## src/rtl/sram_port_arbiter.sv

```systemverilog
// Shares one single-port SRAM between the instruction-fetch and data paths.
// Data has priority; a starvation counter forces an IF grant after STARVE_LIMIT back-to-back D wins.
module sram_port_arbiter #(
  parameter int AW           = 32,
  parameter int DW           = 32,
  parameter int WAIT_CYCLES  = 2,
  parameter int STARVE_LIMIT = 4
) (
  input  logic          clk,
  input  logic          rst_n,
  input  logic          if_req,
  input  logic [AW-1:0] if_addr,
  output logic          if_done,
  output logic [DW-1:0] if_rdata,
  input  logic          d_req,
  input  logic          d_we,
  input  logic [AW-1:0] d_addr,
  input  logic [DW-1:0] d_wdata,
  output logic          d_done,
  output logic [DW-1:0] d_rdata,
  output logic          sram_cs,
  output logic          sram_oe,
  output logic          sram_we,
  output logic [AW-1:0] sram_addr,
  output logic [DW-1:0] sram_din,
  input  logic [DW-1:0] sram_dout,
  output logic          busy
);

  // state  | meaning
  // IDLE   | no access; arbitrate and latch the winner's request
  // ACCESS | sram_cs held for WAIT_CYCLES cycles
  // RESP   | one-cycle done pulse to the owner
  typedef enum logic [1:0] {IDLE, ACCESS, RESP} state_e;

  localparam logic [3:0] WAIT_LOAD  = 4'(WAIT_CYCLES - 1);
  localparam logic [3:0] STARVE_MAX = 4'(STARVE_LIMIT);

  state_e        state_q, state_d;
  logic [3:0]    wait_cnt_q, wait_cnt_d;
  logic [3:0]    starve_cnt_q, starve_cnt_d;
  logic          owner_q, owner_d;   // 1 = D path owns the access
  logic          we_q, we_d;
  logic [AW-1:0] addr_q, addr_d;
  logic [DW-1:0] wdata_q, wdata_d;
  logic [DW-1:0] if_rdata_q, if_rdata_d;
  logic [DW-1:0] d_rdata_q, d_rdata_d;
  logic          grant_d;

  always_comb begin
    state_d      = state_q;
    wait_cnt_d   = wait_cnt_q;
    starve_cnt_d = starve_cnt_q;
    owner_d      = owner_q;
    we_d         = we_q;
    addr_d       = addr_q;
    wdata_d      = wdata_q;
    if_rdata_d   = if_rdata_q;
    d_rdata_d    = d_rdata_q;
    grant_d      = 1'b0;
    case (state_q)
      IDLE: begin
        if (if_req || d_req) begin
          grant_d    = d_req && !(if_req && (starve_cnt_q == STARVE_MAX));
          owner_d    = grant_d;
          wait_cnt_d = WAIT_LOAD;
          state_d    = ACCESS;
          if (grant_d) begin
            we_d    = d_we;
            addr_d  = d_addr;
            wdata_d = d_wdata;
            if (if_req && (starve_cnt_q < STARVE_MAX))
              starve_cnt_d = starve_cnt_q + 4'd1;
          end else begin
            we_d         = 1'b0;
            addr_d       = if_addr;
            wdata_d      = '0;
            starve_cnt_d = '0;
          end
        end
      end
      ACCESS: begin
        if (wait_cnt_q == 4'd0) begin
          if (!we_q) begin
            if (owner_q) d_rdata_d  = sram_dout;
            else         if_rdata_d = sram_dout;
          end
          state_d = RESP;
        end else begin
          wait_cnt_d = wait_cnt_q - 4'd1;
        end
      end
      RESP:    state_d = IDLE;
      default: state_d = IDLE;
    endcase
  end

  always_ff @(posedge clk or negedge rst_n) begin
    if (!rst_n) begin
      state_q      <= IDLE;
      wait_cnt_q   <= '0;
      starve_cnt_q <= '0;
      owner_q      <= 1'b0;
      we_q         <= 1'b0;
      addr_q       <= '0;
      wdata_q      <= '0;
      if_rdata_q   <= '0;
      d_rdata_q    <= '0;
    end else begin
      state_q      <= state_d;
      wait_cnt_q   <= wait_cnt_d;
      starve_cnt_q <= starve_cnt_d;
      owner_q      <= owner_d;
      we_q         <= we_d;
      addr_q       <= addr_d;
      wdata_q      <= wdata_d;
      if_rdata_q   <= if_rdata_d;
      d_rdata_q    <= d_rdata_d;
    end
  end

  // Pins decode only registered state, so request inputs can never glitch them.
  assign sram_cs   = (state_q == ACCESS);
  assign sram_oe   = sram_cs && !we_q;
  assign sram_we   = sram_cs && we_q;
  assign sram_addr = sram_cs ? addr_q : '0;
  assign sram_din  = sram_we ? wdata_q : '0;
  assign if_done   = (state_q == RESP) && !owner_q;
  assign d_done    = (state_q == RESP) && owner_q;
  assign busy      = (state_q != IDLE);
  assign if_rdata  = if_rdata_q;
  assign d_rdata   = d_rdata_q;

endmodule
```

## config.mk

```make
export PLATFORM = sky130hd
export DESIGN_NAME = sram_port_arbiter
export DESIGN_NICKNAME = d
export VERILOG_FILES = /design/src/rtl/sram_port_arbiter.sv
export SDC_FILE = /design/constraint.sdc
export NUM_CORES = 1
export LEC_CHECK = 0
export ABC_CLOCK_PERIOD_IN_PS = 2700
export BUFFER_PORTS_ARGS = -buffer_cell sky130_fd_sc_hd__buf_2
export CORE_MARGIN = 5
export CORE_UTILIZATION = 48
export CTS_BUF_LIST = sky130_fd_sc_hd__clkbuf_4 sky130_fd_sc_hd__clkbuf_8 sky130_fd_sc_hd__clkbuf_16
export DETAILED_ROUTE_END_ITERATION = 6
export GPL_TIMING_DRIVEN = 0
export PLACE_DENSITY = 0.78
export SLEW_MARGIN = 20
export SYNTH_ARGS = -nofsm -noshare
export SYNTH_HDL_FRONTEND = slang
export SYNTH_SLANG_ARGS = --single-unit
```

## constraint.sdc

```tcl
create_clock -name clk -period 2.7 [get_ports clk]
set_input_delay 0.81 -clock clk [delete_from_list [all_inputs] [get_ports clk]]
set_output_delay 0.81 -clock clk [all_outputs]
set_load 0.02 [all_outputs]
```

==> impl_metrics.tcl <==
set metrics [dict create \
    p_per_area_nw_per_um2 1330 \
    power_leakage_nw 4.65 \
    status "completed" \
    insertion_delay_ns 0.41 \
    yosysTopAreaCellShare_pct 55.6 \
    slew_headroom_pct 45.4 \
    ir_drop_mv 0.622 \
    synth_area_um2 6300 \
    final_nets 1011 \
    intPower_mw 6.92 \
    maxCapViolCount 0 \
    fin_crit_sh_pct 96.9 \
    setup_viol 0 \
    antenna_cells 0 \
    post-route-min-period_ns 2.62 \
    synth_seq_cells 140 \
    drtPass1Iterations 4 \
    totalPowerFinal_mw 11.4 \
    worstPathCellList "nand2b_4 -> inv_4 -> clkbuf_8 -> buf_4 -> and3_1 -> buf_4" \
    critPathLaunchType "flop" \
    fin_ws_ns 0.0839 \
    drc 0 \
    combinationalPowerShare_pct 45.5 \
    syn-num-nets 726 \
    skew_ns 0.00637 \
    rows 41 \
    tightest_slew_ns 0.813 \
    finalHoldViolCount 0 \
    areaGrowthSynthToFinish_pct 36.2 \
    grt_max_degree 84 \
    wl_met2_um 8610 \
    synth_area_leaders "dfrtp_1 (56%), mux2_4 (9.5%), nand2_1 (6.1%), a21oi_1 (5.2%), mux2_2 (4.5%)" \
    hpwlAfterDp_um 13200 \
    drt-initial-drc-count 307 \
    grtUsageTotal_pct 22.7 \
    fmax_ghz 0.382 \
    clockPowerShare_pct 22.7 \
    crit_type "flop to primary output" \
    htreeDepth 4 \
    worst_hold_path_type "input port to asynchronous set/reset pin" \
    via_count 5341 \
    synth_warnings 0 \
    syn_inst 589 \
    fp.dieH_um 125 \
    wl_met1_um 7450 \
    totalWireLength_um 17700 \
    cp.required_ns 1.89 \
    ctsHoldBuffers 0 \
    worst-path-max-fanout 10 \
    slowest_delay_ns 0.40 \
    io_buffers 266 \
    grt_antenna_before_repair 0 \
    coreArea_um2 12700 \
    crit_top_cell "buf_4" \
    clkTransAtPathRegs_ns 0.06 \
    drive_above_1_share_pct 43.8 \
    avgSynthCellArea_um2 10.7 \
    dieArea_um2 15500 \
    swShare_pct 39.3 \
    critPathCaptureType "primary output" \
    arrival_ns 1.81 \
    wl_per_cell_um 16.8 \
    wl_met3_um 1370 \
    cts_setup_buffers 0 \
    power.switching_mw 4.47 \
    numCtsBuffers 17 \
    initial_core_util_pct 49.5 \
    seq_area_frac_synth_pct 55.6 \
    grt_pass1_wl_um 28300 \
    grt_pass1_vias 5580 \
    seqPwrFrac_pct 31.7 \
    io_pins 267 \
    top_layer "met4" \
    cts.path.max_buffers 2 \
    rsz0062_at_grt "false" \
    place_congestion 0.833 \
    ys_types 32 \
    grt-ovfl-total 0 \
    place_ws_ns -0.185 \
    critical-path-slowest-cell "dfrtp_1" \
    drtAntennaViolNets 0 \
    fp.dieW_um 125 \
    maxSlewViolCount 0 \
    root_buffer "clkbuf_16" \
    tritoncts "built" \
    cts.sinks 140 \
    synth_top_area_cell "dfrtp_1" \
    viasPerCell 5.05 \
]
[stage by stage]
step | setup TNS [ns] | util [%] | instance area (um2) | instances | hold slack [ns]
2_1_floorplan | 0 | - | 6300 | 589 | 0.431
3_3_place_gp | -159.89 | 61.6 | 7840 | 1027 | 0.441
3_5_place_dp | -3.22 | 61.9 | 7880 | 1028 | 0.449
4_1_cts | 0 | 67.3 | 8560 | 1058 | 0.316
5_1_grt | 0 | 67.4 | 8570 | 1058 | 0.329
6_report | 0 | 67.4 | 8570 | 1058 | 0.311
[cell families (layout without fill, tap and decap cells)]
kind of cell	count (synthesis)	after routing	synth area share, %
muxes	65	65	14.0
DFF	140	140	55.6
adders and majority gates	4	4	0.795
and+or+nand+nor	253	253	19.4
AOI/OAI and AO/OA	78	78	6.46
buffers and inverters	49	346	3.74
[cell usage in the layout, fill, tap and decap left out, types with 2 or more instances in the layout]
cell,n
and2_1,35
inv_1,7
mux2_2,25
nor2_1,38
clkinv_2,5
o21ai_0,4
ha_1,4
bufinv_16,6
a21oi_1,66
clkbuf_16,17
mux2_4,40
nand3_1,36
nand2_1,102
buf_6,6
clkbuf_8,2
buf_2,269
clkbuf_2,3
and3_1,32
o22ai_1,2
dfrtp_1,140
clkbuf_1,22
buf_4,4
[Yosys cell counts]
cell	count
nand2_1	102
and2_1	35
o22ai_1	2
nor2b_1	1
nand3_1	36
mux2_2	25
mux2_4	40
and3b_1	1
inv_1	8
nand2b_1	1
nor2_1	38
clkbuf_1	30
nor4_4	1
and3_1	32
or3_2	1
o211ai_1	1
o21ai_0	4
a32oi_1	1
dfrtp_1	140
o21ai_1	1
o31ai_1	1
nand4b_1	1
nor3b_1	1
buf_2	5
or3b_4	1
a22oi_1	1
a21oi_1	66
nor3_2	1
o21a_1	1
buf_6	6
nand2_2	1
ha_1	4
[path summary, 6_finish.rpt]
kind	from	to	slack, ns	depth (start not counted)
hold reg to reg	wdata_q[29]$_DFFE_PN0P_	wdata_q[29]$_DFFE_PN0P_	0.46	2
min in group clk	wdata_q[29]$_DFFE_PN0P_	wdata_q[29]$_DFFE_PN0P_	0.46	2
setup / recovery	state_q[1]$_DFFE_PN0P_	sram_din[29]	0.08	6
max in group asynchronous	rst_n	wdata_q[14]$_DFFE_PN0P_	1.64	2
hold / removal	rst_n	d_rdata[26]$_DFFE_PN0P_	0.31	1
setup reg to reg	wait_cnt_q[0]$_DFFE_PN0P_	if_rdata[14]$_DFFE_PN0P_	0.59	6
[flip-flops by register name, indices dropped and copies added (netlist names)]
register / cells
addr_q: 32
d_rdata: 32
if_rdata: 32
owner_q: 1
starve_cnt_q: 4
state_q: 2
wait_cnt_q: 4
wdata_q: 32
we_q: 1
[final cells by class]
class                      instances  area, um2
buffer                            40        224
clock buffer                      18        439
clock inverter                    13        221
fill                            1047       4150
inverter                           8       32.5
multi-input combinational        400       2560
sequential                       140       3500
tap                              172        215
timing repair buffer             267       1370
[power groups by stage]
stage / Clock, mW / Combinational (mW) / Sequential (mW)
floorplan: 0 / 2.86 / 4.14
global placement: 0 / 5.08 / 3.56
detailed placement: 0 / 5.16 / 3.61
CTS: 2.64 / 5.22 / 3.61
global route: 2.73 / 5.62 / 3.73
finish: 2.59 / 5.19 / 3.62
[repair_timing]
item	CTS	global route
endpoints found under the setup margin	66	44
hold endpoints to repair	0	0
gates resized for setup	12	11
gates cloned	0	0
[critical path: cells and delay by family, from the launching register on]
family	cells	cell delay [ns]
buffers and inverters	4	0.58
flip-flops	1	0.40
AND/OR/NAND/NOR	2	0.40
[layer usage]
metal | global-route usage, % | vias to the layer above
li1 | - | 2551
met1 | 27.5 | 2538
met2 | 37.8 | 226
met3 | 8.28 | 26
met4 | 6.96 | 0
met5 | 0 | -
No activity file was read; power rests on OpenSTA's default activity.
